===== src/rtl/branch_pkg.sv =====
// Shared encodings for the branch resolution block.
// Holds the req_kind encodings, the branch func3 condition codes and the FSM state constants.
// Imported by branch_ctrl and br_cond.
package branch_pkg;

    // Instruction kind presented by decode
    typedef logic [1:0] kind_t;
    localparam kind_t KIND_BRANCH = 2'b00;
    localparam kind_t KIND_JAL    = 2'b01;
    localparam kind_t KIND_JALR   = 2'b10;
    localparam kind_t KIND_RSVD   = 2'b11;

    // Branch condition codes (func3). 010 and 011 are unused encodings.
    localparam logic [2:0] F3_BEQ  = 3'b000;
    localparam logic [2:0] F3_BNE  = 3'b001;
    localparam logic [2:0] F3_BLT  = 3'b100;
    localparam logic [2:0] F3_BGE  = 3'b101;
    localparam logic [2:0] F3_BLTU = 3'b110;
    localparam logic [2:0] F3_BGEU = 3'b111;

    // Controller FSM states
    typedef logic [1:0] state_t;
    localparam state_t ST_IDLE = 2'd0;
    localparam state_t ST_EVAL = 2'd1;
    localparam state_t ST_RESP = 2'd2;

endpackage


===== src/rtl/br_cond.sv =====
// Branch condition test: pass=1 when data1 <op> data2 holds for the given func3.
// Latency: purely combinational. Backpressure: none.
// Ports: data1/data2 operands, func3 condition code, pass result (0 for unused codes).
module br_cond
    import branch_pkg::*;
(
    input  logic [31:0] data1,
    input  logic [31:0] data2,
    input  logic [2:0]  func3,
    output logic        pass
);

    always_comb begin
        pass = 1'b0;
        case (func3)
            F3_BEQ:  pass = (data1 == data2);
            F3_BNE:  pass = (data1 != data2);
            F3_BLT:  pass = ($signed(data1) <  $signed(data2));
            F3_BGE:  pass = ($signed(data1) >= $signed(data2));
            F3_BLTU: pass = (data1 <  data2);
            F3_BGEU: pass = (data1 >= data2);
            default: pass = 1'b0;
        endcase
    end

endmodule


===== src/rtl/branch_ctrl.sv =====
// Branch/jump resolution: accepts one decoded control-flow op, resolves redirect/target/link, counts branches.
// Latency: request accepted in cycle N produces rsp_valid in cycle N+2.
// Backpressure: response held stable until rsp_ready; req_ready low from accept until the cycle after the handshake.
// Ports: req_* request from decode, rsp_* response to fetch, flush strobe, cnt_* branch statistics.
module branch_ctrl
    import branch_pkg::*;
(
    input  logic        clk,
    input  logic        rst_n,
    input  logic        req_valid,
    output logic        req_ready,
    input  logic [31:0] req_pc,
    input  logic [31:0] req_rs1,
    input  logic [31:0] req_rs2,
    input  logic [31:0] req_imm,
    input  logic [2:0]  req_func3,
    input  logic [1:0]  req_kind,
    output logic        rsp_valid,
    input  logic        rsp_ready,
    output logic        rsp_redirect,
    output logic [31:0] rsp_target,
    output logic [31:0] rsp_link,
    output logic        rsp_illegal,
    output logic        flush,
    input  logic        cnt_clr,
    output logic [31:0] cnt_total,
    output logic [31:0] cnt_taken
);

    state_t      state_q, state_d;
    logic [31:0] pc_q, rs1_q, rs2_q, imm_q;
    logic [2:0]  func3_q;
    kind_t       kind_q;
    logic        redirect_q, illegal_q;
    logic [31:0] target_q, link_q;
    logic [31:0] cnt_total_q, cnt_taken_q;
    logic [31:0] cnt_total_d, cnt_taken_d;

    logic        accept, rsp_hs, cond_pass;
    logic        is_branch, bad_enc, take, misalign;
    logic [31:0] tgt_sum, eval_target;
    logic        count_ok;

    assign req_ready = (state_q == ST_IDLE);
    assign rsp_valid = (state_q == ST_RESP);
    assign accept    = req_valid && req_ready;
    assign rsp_hs    = rsp_valid && rsp_ready;

    br_cond u_br_cond (
        .data1 (rs1_q),
        .data2 (rs2_q),
        .func3 (func3_q),
        .pass  (cond_pass)
    );

    // Evaluation works only from the captured copies so decode may change req_* freely after accept
    assign is_branch   = (kind_q == KIND_BRANCH);
    assign bad_enc     = (kind_q == KIND_RSVD) || (is_branch && (func3_q[2:1] == 2'b01));
    assign tgt_sum     = ((kind_q == KIND_JALR) ? rs1_q : pc_q) + imm_q;
    assign eval_target = (kind_q == KIND_JALR) ? {tgt_sum[31:1], 1'b0} : tgt_sum;
    assign take        = (kind_q == KIND_JAL) || (kind_q == KIND_JALR) ||
                         (is_branch && cond_pass && !bad_enc);
    // A taken op landing on a half-word boundary cannot be fetched: report it instead of redirecting
    assign misalign    = take && eval_target[1];

    always_comb begin
        state_d = state_q;
        case (state_q)
            ST_IDLE: if (accept) state_d = ST_EVAL;
            ST_EVAL: state_d = ST_RESP;
            ST_RESP: if (rsp_hs) state_d = ST_IDLE;
            default: state_d = ST_IDLE;
        endcase
    end

    always_ff @(posedge clk or negedge rst_n) begin
        if (!rst_n) begin
            state_q <= ST_IDLE;
            pc_q    <= '0;
            rs1_q   <= '0;
            rs2_q   <= '0;
            imm_q   <= '0;
            func3_q <= '0;
            kind_q  <= KIND_BRANCH;
        end else begin
            state_q <= state_d;
            if (accept) begin
                pc_q    <= req_pc;
                rs1_q   <= req_rs1;
                rs2_q   <= req_rs2;
                imm_q   <= req_imm;
                func3_q <= req_func3;
                kind_q  <= req_kind;
            end
        end
    end

    always_ff @(posedge clk or negedge rst_n) begin
        if (!rst_n) begin
            redirect_q <= 1'b0;
            illegal_q  <= 1'b0;
            target_q   <= '0;
            link_q     <= '0;
        end else if (state_q == ST_EVAL) begin
            redirect_q <= take && !misalign;
            illegal_q  <= bad_enc || misalign;
            target_q   <= eval_target;
            link_q     <= pc_q + 32'd4;
        end
    end

    // Only well-formed conditional branches are counted, at the moment fetch takes the response
    assign count_ok    = rsp_hs && is_branch && !illegal_q;
    assign cnt_total_d = cnt_clr ? '0 : cnt_total_q + {31'b0, count_ok};
    assign cnt_taken_d = cnt_clr ? '0 : cnt_taken_q + {31'b0, count_ok && redirect_q};

    always_ff @(posedge clk or negedge rst_n) begin
        if (!rst_n) begin
            cnt_total_q <= '0;
            cnt_taken_q <= '0;
        end else begin
            cnt_total_q <= cnt_total_d;
            cnt_taken_q <= cnt_taken_d;
        end
    end

    assign rsp_redirect = redirect_q;
    assign rsp_illegal  = illegal_q;
    assign rsp_target   = target_q;
    assign rsp_link     = link_q;
    assign flush        = rsp_hs && redirect_q;
    assign cnt_total    = cnt_total_q;
    assign cnt_taken    = cnt_taken_q;

endmodule


===== config.mk =====
export PLATFORM = sky130hd
export DESIGN_NAME = branch_ctrl
export DESIGN_NICKNAME = d
export VERILOG_FILES = /design/src/rtl/branch_pkg.sv /design/src/rtl/br_cond.sv /design/src/rtl/branch_ctrl.sv
export SDC_FILE = /design/constraint.sdc
export NUM_CORES = 1
export LEC_CHECK = 0
export BUFFER_PORTS_ARGS = -buffer_cell sky130_fd_sc_hd__clkbuf_2
export CAP_MARGIN = 25
export CORE_MARGIN = 2
export CORE_UTILIZATION = 49
export DETAILED_ROUTE_END_ITERATION = 6
export GPL_ROUTABILITY_DRIVEN = 0
export HOLD_SLACK_MARGIN = 0.12
export PLACE_DENSITY_LB_ADDON = 0.3
export SLEW_MARGIN = 10
export SYNTH_ARGS = -nofsm -noshare
export SYNTH_HDL_FRONTEND = slang
export SYNTH_SLANG_ARGS = --single-unit

===== constraint.sdc =====
create_clock -name clk -period 4.75 [get_ports clk]
set_input_delay 0.475 -clock clk [delete_from_list [all_inputs] [get_ports clk]]
set_output_delay 0.475 -clock clk [all_outputs]
set_load 0.01 [all_outputs]

==> impl_metrics.py, run 1 <==
metrics = {
    "power": {
        "pwr-share-clk_pct": 18.7,
        "p_per_area_nw_per_um2": 740,
        "ir_worst_vdd_mv": 0.449,
        "p_leak_nw": 7.77,
        "power.net_switching_w": 0.00500,
        "p_comb_share_pct": 49.6,
        "seq_power_share_pct": 31.7,
        "p_int_w": 0.00722,
        "power.total_w": 0.0122,
        "swShare_pct": 40.9,
    },
    "floorplanning": {
        "rows": 61,
        "die_x_um": 171,
        "dieArea_um2": 29400,
        "start_util_pct": 49.5,
        "core_um2": 27700,
        "die_y_um": 171,
        "pin_count": 271,
    },
    "worst_hold_path": {
        "worstHoldStart": "req_rs2[4]",
        "worstHoldPathCells": 3,
        "min-delay-path-class": "input port to flop",
        "hold-path-endpoint": "rs2_q[4]$_DFFE_PN0P_",
    },
    "placement": {
        "dp_cells": 1942,
        "placed_area_um2": 15400,
        "port_buffers": 270,
        "hpwl_um": 26100,
    },
    "setup_path": {
        "reg2reg_depth": 12,
        "r2r-end": "rsp_target[21]$_DFFE_PN0N_",
        "timing.rr.start": "kind_q[0]$_DFFE_PN0P_",
        "worst_ep_arrival_time_ns": 4.32,
        "required_ns": 5.15,
        "rrSetupSlack_ns": 0.83,
        "critPathKind": "flop to flop",
        "worst-path-max-fanout": 20,
        "worst_setup_path_end_kind": "flop",
        "cp-start-kind": "flop",
    },
    "synth": {
        "seq_area_frac_synth_pct": 48.3,
        "synth_commonest_cells": "265 x dfrtp_1, 171 x nand2_1, 125 x mux2_2",
        "synth_flop_cell": "dfrtp_1",
        "synth_top_area_share_pct": 48.3,
        "yosys-top-cells-area": "dfrtp_1 48%, mux2_2 10%, ha_1 6.5%",
        "synthCells": 1340,
        "ys_warn_count": 0,
        "synth_edf_count": 0,
        "yosys.area.top_type": "dfrtp_1",
        "syn_nets": 1550,
        "synth-seq-cells": 265,
        "synth.distinct_cells": 65,
        "yosysMostFrequentCell": "dfrtp_1",
        "syn_area_per_cell_um2": 10.2,
        "async_flop_share_pct": 100,
        "synth_area_um2": 13700,
    },
    "global_route": {
        "grt_usage_pct": 23.7,
        "antenna_found_initial": 6,
        "grt_pass1_wl_um": 55300,
        "grt_overflow": 0,
        "grt_pass1_vias": 10500,
        "grt_start_max_net_pins": 104,
    },
    "sta": {
        "setup_tns_ns": 0,
        "fin_crit_ns": 3.92,
        "period_share_pct": 82.5,
        "hold_violations": 0,
        "worst_pin_slew_ns": 0.907,
        "rsz0062_at_grt": "no",
        "finalSetupViolCount": 0,
        "slew_viol_final": 0,
        "max_slew_margin_pct": 39.5,
        "fmax_ghz": 0.255,
        "finClkSkew_ns": 0.0148,
    },
    "clocking": {
        "numCtsBuffers": 29,
        "hold_buffers": 11,
        "path_clk_slew_ns": 0.06,
        "cts_resized": 0,
        "clock_path_buffers": 3,
        "root_buffer": "clkbuf_16",
        "cts.sink_count": 265,
        "htreeDepth": 1,
        "post-cts-setup-buffers": 0,
        "insertion_delay_ns": 0.55,
        "tritoncts": "done",
    },
    "routing": {
        "drtIter0Drc": 658,
        "ant_nets": 0,
        "via_per_inst": 5.37,
        "drt_wl_total_um": 35200,
        "dr_total_vias": 10800,
        "drc": 0,
        "wire_per_inst_um": 17.5,
        "first_pass_iters": 4,
    },
    "finish": {
        "final_area_um2": 16500,
        "fill_cells": 2448,
        "drive_gt1_share_pct": 28.7,
        "regArea_um2": 6630,
        "final_cells": 2009,
        "multi_input_area_um2": 6650,
        "syn_to_final_growth_pct": 20.2,
        "post-route-util_pct": 59.5,
        "nets": 1816,
    },
    "status": {
        "status": "complete, no violations",
    },
    "job": {
        "maxCapViolations": 0,
    },
}
==> cell families after synthesis <==
group | synth area share (%)
compound gates | 10.7
xor+xnor | 6.70
fa+ha+maj | 6.62
buf+inv | 3.33
flops | 48.3
mux | 10.3
simple gates | 14.0
==> state kept, by name (all words and copies together), names as in the netlist <==
register      count
rsp_illegal       1
func3_q           3
state_q           2
imm_q            32
rsp_target       32
kind_q            2
cnt_total        32
pc_q             32
cnt_taken        32
rsp_redirect      1
rsp_link         32
rs1_q            32
rs2_q            32
==> worst max-delay path by stage <==
| stage | slack, ns | depth (start not counted) | end | from |
|---|---|---|---|---|
| finish | 0.83 | 12 | rsp_target[21]$_DFFE_PN0N_ | kind_q[0]$_DFFE_PN0P_ |
| global route | 0.53 | 12 | rsp_target[21]$_DFFE_PN0N_ | kind_q[0]$_DFFE_PN0P_ |
| CTS | 0.85 | 12 | rsp_target[29]$_DFFE_PN0N_ | kind_q[0]$_DFFE_PN0P_ |
| detailed placement | 0.87 | 12 | rsp_target[21]$_DFFE_PN0N_ | kind_q[0]$_DFFE_PN0P_ |
| global placement | 1.04 | 12 | rsp_target[25]$_DFFE_PN0N_ | kind_q[0]$_DFFE_PN0P_ |
| floorplan | 0.99 | 15 | rsp_target[21]$_DFFE_PN0N_ | kind_q[0]$_DFFE_PN0P_ |
==> power by group through the flow <==
stage	clock (W)	combinational, W	sequential, W
2_1_floorplan	0	0.00449	0.00372
3_3_place_gp	0	0.00578	0.00390
3_5_place_dp	0	0.00596	0.00391
4_1_cts	0.00234	0.00602	0.00388
5_1_grt	0.00244	0.00677	0.00398
6_report	0.00229	0.00606	0.00387
==> layout make-up <==
type	count	share of cell area, %
inverter	56	1.27
multi-input combinational	965	40.3
clock buffer	45	5.19
timing repair buffer	289	9.43
clock inverter	8	0.720
sequential	265	40.2
tap	378	2.87
antenna	3	0.0455
==> placed cells by master (no fill, tap or decap), drive strengths merged, types with 13 or more instances in the layout <==
master | Yosys | layout
xor2 | 62 | 62
mux2 | 125 | 125
clkbuf | 43 | 314
nand3 | 42 | 42
inv | 56 | 57
ha | 71 | 71
nand2 | 172 | 172
and3 | 18 | 18
nor2 | 92 | 92
dfrtp | 265 | 265
xnor2 | 43 | 43
o21ai | 129 | 129
nand4 | 28 | 28
nor2b | 13 | 13
a21o | 17 | 17
a21oi | 53 | 53
==> stage by stage <==
step,hold slack [ns],worst slack [ns]
6_report,0.147,0.831
4_1_cts,0.120,0.852
2_1_floorplan,0.179,0.987
3_5_place_dp,0.464,0.866
5_1_grt,0.134,0.530
3_3_place_gp,0.454,1.04
==> layer usage <==
layer	vias to the layer above	wire, um	GRT usage [%]	share of wire [%]
met5	-	54	0	0.15
met4	8	899	6.37	2.6
met3	63	2440	5.04	6.9
met2	320	16200	39.0	46
met1	5194	15600	31.9	44
li1	5194	-	-	-
==> critical path, stage by stage (launching register included) <==
cell	delay [ns]
dfrtp_1	0.38
inv_1	0.10
ha_2	0.51
mux2_2	0.40
ha_1	0.37
a2111oi_0	0.42
o21ai_0	0.16
a221oi_1	0.32
o41ai_2	0.22
a21o_1	0.26
a311oi_1	0.37
xor2_1	0.18
o21ai_1	0.07
Note: power is estimated with default switching activity, not from simulation.
==> run 2, diff against run 1 <==
==> constraint.sdc (replaced) <==
create_clock -name clk -period 3.9 [get_ports clk]
set_input_delay 0.39 -clock clk [delete_from_list [all_inputs] [get_ports clk]]
set_output_delay 0.39 -clock clk [all_outputs]
set_load 0.01 [all_outputs]
==> run 2 against run 1 <==
- combinational power is 25% higher
- worst hold slack got worse by 0.015 ns
- final cell count rose by 6.1%
- sequential cell count unchanged
- clock skew rose by 0.021 ns
- sequential power rose by 22%
- sequential share of layout area is 2.8 points lower
- register-to-register slack worse by 0.59 ns
- worst setup slack worse by 0.59 ns
- die area is the same
- global-route usage rose by 2.7 points
- core utilization up 4.5 points
- highest routed layer is now met4
==> impl_metrics.py, run 2 (same netlist as run 1, synthesis figures left out) <==
metrics = {
    "status": {
        "status": "complete, no violations",
    },
    "clocking": {
        "root_buffer": "clkbuf_16",
        "tritoncts": "done",
        "path_clk_slew_ns": 0.07,
        "clock_path_buffers": 3,
        "htreeDepth": 1,
        "insertion_delay_ns": 0.55,
        "numCtsBuffers": 28,
        "post-cts-setup-buffers": 0,
        "cts.sink_count": 265,
    },
    "placement": {
        "pre_cts_slack_ns": 0.168,
        "hpwl_um": 26800,
        "placed_area_um2": 15500,
        "port_buffers": 270,
    },
    "sta": {
        "setup_tns_ns": 0,
        "finClkSkew_ns": 0.0356,
        "slew_viol_final": 0,
        "fmax_ghz": 0.273,
        "max_slew_margin_pct": 41.1,
        "fin_crit_ns": 3.66,
        "rsz0062_at_grt": "no",
        "hold_violations": 0,
        "worst_pin_slew_ns": 0.883,
        "finalSetupViolCount": 0,
        "worst_slack_ns": 0.239,
        "period_share_pct": 93.9,
    },
    "finish": {
        "fill_cells": 2200,
        "regArea_um2": 6630,
        "post-route-util_pct": 64.1,
        "nets": 1940,
        "multi_input_area_um2": 6660,
        "syn_to_final_growth_pct": 29.3,
        "final_common_cell": "clkbuf_2",
        "most-common-layout-cells": "269 x clkbuf_2, 265 x dfrtp_1, 171 x nand2_1",
        "drive_gt1_share_pct": 27.2,
        "final_area_um2": 17700,
    },
    "floorplanning": {
        "pin_count": 271,
        "die_y_um": 171,
        "core_um2": 27700,
        "rows": 61,
        "dieArea_um2": 29400,
        "die_x_um": 171,
        "start_util_pct": 49.5,
    },
    "setup_path": {
        "cp_slowest_cell": "a2111oi_0",
        "worst_setup_path_end_kind": "flop",
        "crit_chain": "inv_1, ha_4, mux2_2, ha_1, a2111oi_0, o21ai_0, a221oi_1, o41ai_2, a21o_1, a311oi_1, xor2_1, o21ai_1",
        "critPathKind": "flop to flop",
        "worst_ep_arrival_time_ns": 4.07,
        "reg2reg_depth": 12,
        "timing.rr.start": "kind_q[0]$_DFFE_PN0P_",
        "worst-path-max-fanout": 13,
        "required_ns": 4.31,
        "critical_path.max_stage_delay_ns": 0.46,
        "r2r-end": "rsp_target[21]$_DFFE_PN0N_",
        "cp-start-kind": "flop",
        "rrSetupSlack_ns": 0.24,
    },
    "global_route": {
        "grt_start_max_net_pins": 101,
        "grt_pass1_wl_um": 61200,
        "grt_pass1_vias": 11700,
        "antenna_found_initial": 2,
        "grt_overflow": 0,
        "grt_usage_pct": 26.4,
    },
    "routing": {
        "drtIter0Drc": 721,
        "via_per_inst": 5.39,
        "wire_per_inst_um": 18.0,
        "dr_total_vias": 11500,
        "drc": 0,
        "drt_wl_total_um": 38400,
        "first_pass_iters": 7,
        "ant_nets": 0,
    },
    "job": {
        "maxCapViolations": 0,
    },
    "power": {
        "p_leak_nw": 8.30,
        "ir_worst_vdd_mv": 0.476,
        "p_per_area_nw_per_um2": 851,
    },
    "worst_hold_path": {
        "worstHoldStart": "req_rs2[21]",
        "min-delay-path-class": "input port to flop",
        "hold-path-endpoint": "rs2_q[21]$_DFFE_PN0P_",
        "worstHoldPathCells": 3,
    },
}
==> run 2: cell count changes in the layout (fill, tap and decap cells not counted), sizes merged <==
cell	change
clkinvlp	+1
diode	-1
clkinv	+2
clkbuf	-4
dlygate4sd3	+118
buf	+7
==> run 2: cell type report <==
cell class	instances	area share, %
diodes	2	0.0282
well taps	378	2.67
inverters	56	1.18
clock inverters	11	0.769
repair buffers	414	15.8
multi-input cells	965	37.5
clock buffers	41	4.68
flip-flops and latches	265	37.4
==> run 2: worst max path at each step <==
stage	startpoint	to	slack [ns]	depth (start not counted)
2_1_floorplan	kind_q[0]$_DFFE_PN0P_	rsp_target[21]$_DFFE_PN0N_	0.14	15
3_3_place_gp	kind_q[0]$_DFFE_PN0P_	rsp_target[21]$_DFFE_PN0N_	0.26	12
3_5_place_dp	kind_q[0]$_DFFE_PN0P_	rsp_target[21]$_DFFE_PN0N_	0.17	12
4_1_cts	kind_q[0]$_DFFE_PN0P_	rsp_target[21]$_DFFE_PN0N_	0.21	12
5_1_grt	kind_q[0]$_DFFE_PN0P_	rsp_target[21]$_DFFE_PN0N_	0.003	12
6_report	kind_q[0]$_DFFE_PN0P_	rsp_target[21]$_DFFE_PN0N_	0.24	12
==> run 2: report_power, final <==
group,total [W],internal (W),switching [W],leakage [nW]
logic,0.00757,0.00342,0.00415,4.51
clock network,0.00279,0.00167,0.00112,0.478
registers,0.00474,0.00380,0.000942,3.31
total,0.0151,0.00889,0.00621,8.30
==> run 2: through the flow <==
stage	hold slack, ns	power (W)	instances
2_1_floorplan	0.0944	0.0100	1340
3_3_place_gp	0.454	0.0118	1949
3_5_place_dp	0.456	0.0121	1949
4_1_cts	0.124	0.0151	2130
5_1_grt	0.141	0.0163	2131
6_report	0.132	0.0151	2132
==> run 2: worst max-delay path, delay by kind of cell (launching register included) <==
| family | cells | cell delay [ns] |
|---|---|---|
| muxes | 1 | 0.36 |
| xor gates and xnor gates | 1 | 0.17 |
| AOI/OAI and AO/OA | 7 | 1.83 |
| adders and majority gates | 2 | 0.66 |
| buffers and inverters | 1 | 0.14 |
| DFF | 1 | 0.38 |
==> run 2: layer usage <==
| metal | vias up | global-route usage, % | part of all wire, % |
|---|---|---|---|
| li1 | 5440 | - | - |
| met1 | 5592 | 34.3 | 42 |
| met2 | 379 | 45.5 | 48 |
| met3 | 73 | 4.16 | 6.1 |
| met4 | 0 | 8.11 | 3.0 |
| met5 | - | 0 | 0 |
==> run 2: repair_timing <==
item / in CTS / in global routing
hold endpoints to repair: 225 / 0
setup endpoints to repair: 0 / 4
hold buffers: 129 / 0
gates resized for setup: 0 / 2
==> run 3, diff against run 2 <==
--- a/config.mk
+++ b/config.mk
@@ -5,10 +5,12 @@
 export SDC_FILE = /design/constraint.sdc
 export NUM_CORES = 1
 export LEC_CHECK = 0
+export ABC_AREA = 1
 export BUFFER_PORTS_ARGS = -buffer_cell sky130_fd_sc_hd__clkbuf_2
 export CAP_MARGIN = 25
 export CORE_MARGIN = 2
 export CORE_UTILIZATION = 49
+export CTS_CLUSTER_SIZE = 16
 export DETAILED_ROUTE_END_ITERATION = 6
 export GPL_ROUTABILITY_DRIVEN = 0
 export HOLD_SLACK_MARGIN = 0.12
==> constraint.sdc (replaced) <==
create_clock -name clk -period 3.1 [get_ports clk]
set_input_delay 0.31 -clock clk [delete_from_list [all_inputs] [get_ports clk]]
set_output_delay 0.31 -clock clk [all_outputs]
set_load 0.01 [all_outputs]
==> run 3 against run 2 <==
- die area is 4.7% higher
- total power rose by 20%
- sequential power up 19%
- first-iteration DRC count grew 41%
- sequential cell count stayed put
- final cell count rose by 25%
- routed wire length up 14%
- synthesized cell count rose by 37%
- register-to-register slack worse by 0.095 ns
- largest cell class unchanged
==> impl_metrics.py, run 3 <==
metrics = {
    "synth": {
        "syn_nets": 2051,
        "async_flop_share_pct": 100,
        "synth_flop_cell": "dfrtp_1",
        "yosysMostFrequentCell": "nand2_1",
        "synthCells": 1841,
        "yosys.area.top_type": "dfrtp_1",
        "seq_area_frac_synth_pct": 46.1,
        "synth-seq-cells": 265,
        "yosys-top-cells-area": "dfrtp_1 46%, nand2_1 16%, ha_1 6.2%",
        "ys_warn_count": 0,
        "synth_commonest_cells": "597 x nand2_1, 265 x dfrtp_1, 184 x inv_1",
        "synth_edf_count": 0,
        "syn_area_per_cell_um2": 7.81,
        "synth_top_area_share_pct": 46.1,
        "synth_area_um2": 14400,
        "synth.distinct_cells": 46,
    },
    "clocking": {
        "htreeDepth": 1,
        "clock_path_buffers": 3,
        "root_buffer": "clkbuf_16",
        "insertion_delay_ns": 0.57,
        "tritoncts": "done",
        "path_clk_slew_ns": 0.06,
        "cts.sink_count": 265,
        "numCtsBuffers": 30,
    },
    "global_route": {
        "grt_pass1_vias": 13900,
        "grt_overflow": 0,
        "antenna_found_initial": 2,
        "grt_pass1_wl_um": 68600,
        "grt_start_max_net_pins": 94,
        "grt_usage_pct": 27.9,
    },
    "status": {
        "status": "complete, no violations",
    },
    "setup_path": {
        "worst_ep_arrival_time_ns": 3.43,
        "worst-path-max-fanout": 4,
        "worst_setup_path_end_kind": "flop",
        "critPathKind": "flop to flop",
        "cp-start-kind": "flop",
        "required_ns": 3.57,
        "rrSetupSlack_ns": 0.14,
    },
    "finish": {
        "syn_to_final_growth_pct": 31.9,
        "drive_gt1_share_pct": 19.7,
        "most-common-layout-cells": "590 x nand2_1, 269 x clkbuf_2, 265 x dfrtp_1",
        "nets": 2471,
        "final_common_cell": "nand2_1",
        "final_area_um2": 19000,
        "final_cells": 2665,
        "fill_cells": 2364,
    },
    "routing": {
        "drt_wl_total_um": 43800,
        "first_pass_iters": 5,
        "drtIter0Drc": 1016,
        "ant_nets": 0,
        "drc": 0,
        "wire_per_inst_um": 16.4,
        "dr_total_vias": 14200,
        "via_per_inst": 5.33,
    },
    "power": {
        "p_per_area_nw_per_um2": 958,
        "p_leak_nw": 9.56,
        "ir_worst_vdd_mv": 0.565,
    },
    "placement": {
        "placed_area_um2": 16300,
        "dp_cells": 2471,
        "hpwl_um": 30300,
        "port_buffers": 270,
        "pre_cts_slack_ns": -0.0419,
    },
    "floorplanning": {
        "start_util_pct": 50.0,
        "die_x_um": 175,
        "pin_count": 271,
        "dieArea_um2": 30700,
        "rows": 62,
        "die_y_um": 175,
        "core_um2": 28800,
    },
    "sta": {
        "worst_slack_ns": 0.144,
        "finClkSkew_ns": 0.0205,
        "fin_crit_ns": 2.96,
        "finalSetupViolCount": 0,
        "max_slew_margin_pct": 40.1,
        "period_share_pct": 95.3,
        "worst_pin_slew_ns": 0.890,
        "setup_tns_ns": 0,
        "slew_viol_final": 0,
        "hold_violations": 0,
        "fmax_ghz": 0.338,
    },
    "job": {
        "maxCapViolations": 0,
    },
    "worst_hold_path": {
        "min-delay-path-class": "input port to flop",
    },
}
## run 3: routing by layer
layer / share of wire (%) / GRT usage (%) / vias to the layer above
met5: 0 / 0 / -
met4: 4.5 / 12.3 / 0
met3: 7.2 / 4.24 / 134
met2: 47 / 47.2 / 558
met1: 41 / 35.5 / 6665
li1: - / - / 6838
## run 3: cell type report
| class | count | area [um^2] | share of cell area [%] |
|---|---|---|---|
| diodes | 2 | 5.00 | 0.0264 |
| clock buffers | 43 | 911 | 4.80 |
| clock inverters | 7 | 87.6 | 0.462 |
| inverters | 194 | 731 | 3.85 |
| multi-input cells | 1324 | 7040 | 37.1 |
| flip-flops and latches | 265 | 6630 | 35.0 |
| well taps | 384 | 480 | 2.53 |
| repair buffers | 446 | 3080 | 16.3 |
## run 3: per-stage QoR
stage	hold slack, ns	power (W)	utilization [%]
finish	0.223	0.0182	65.9
global route	0.268	0.0196	65.9
floorplan	0.0144	0.0113	-
global placement	0.399	0.0138	56.8
CTS	0.210	0.0178	64.9
detailed placement	0.395	0.0141	56.8
## run 3: kinds of logic (layout without fill, tap and decap cells)
logic type                 after synthesis  after routing  synth area share (%)
adders and majority gates               72             72                  6.32
other                                    0              2                     0
buffers and inverters                  252            690                  6.59
xor gates and xnor gates                36             36                  2.19
DFF                                    265            265                  46.1
and+or+nand+nor                        896            896                  26.8
AOI/OAI and AO/OA                      320            320                  12.0
## run 3: final timing paths
check,cells after the start,start,end
hold / removal,5,req_valid,imm_q[10]$_DFFE_PN0P_
setup / recovery,18,state_q[1]$_DFFE_PN0P_,cnt_taken[20]$_DFF_PN0_
setup reg to reg,18,state_q[1]$_DFFE_PN0P_,cnt_taken[20]$_DFF_PN0_
hold reg to reg,2,rsp_link[21]$_DFFE_PN0N_,rsp_link[21]$_DFFE_PN0N_
min in group asynchronous,2,rst_n,cnt_total[0]$_DFF_PN0_
max in group asynchronous,3,rst_n,rs1_q[23]$_DFFE_PN0P_
## run 3: critical path, cell delays in order (launching register included)
cell and delay [ns]:
dfrtp_1 0.39, inv_2 0.07, nor2_4 0.13, nand2_2 0.12
nor4_2 0.30, buf_4 0.17, ha_4 0.14, ha_4 0.14
nand2_2 0.06, nor2_4 0.15, nand2_2 0.09, nor2_4 0.13
nand3_2 0.10, nor4_4 0.26, nand3_2 0.15, buf_4 0.16
nor2_1 0.08, nor2_1 0.06, nor3_2 0.15
## run 3: power breakdown
group          switching, W  internal [W]  total (W)
logic               0.00568       0.00325    0.00894
clock network       0.00141       0.00218    0.00359
registers          0.000934       0.00472    0.00565
## run 3: what timing repair did
action | 4_1_cts | 5_1_grt
buffers inserted | 0 | 7
hold buffers | 135 | 0
pin swaps | 0 | 14
hold endpoints to repair | 221 | 0
endpoints found under the setup margin | 4 | 45
gates resized for setup | 2 | 53
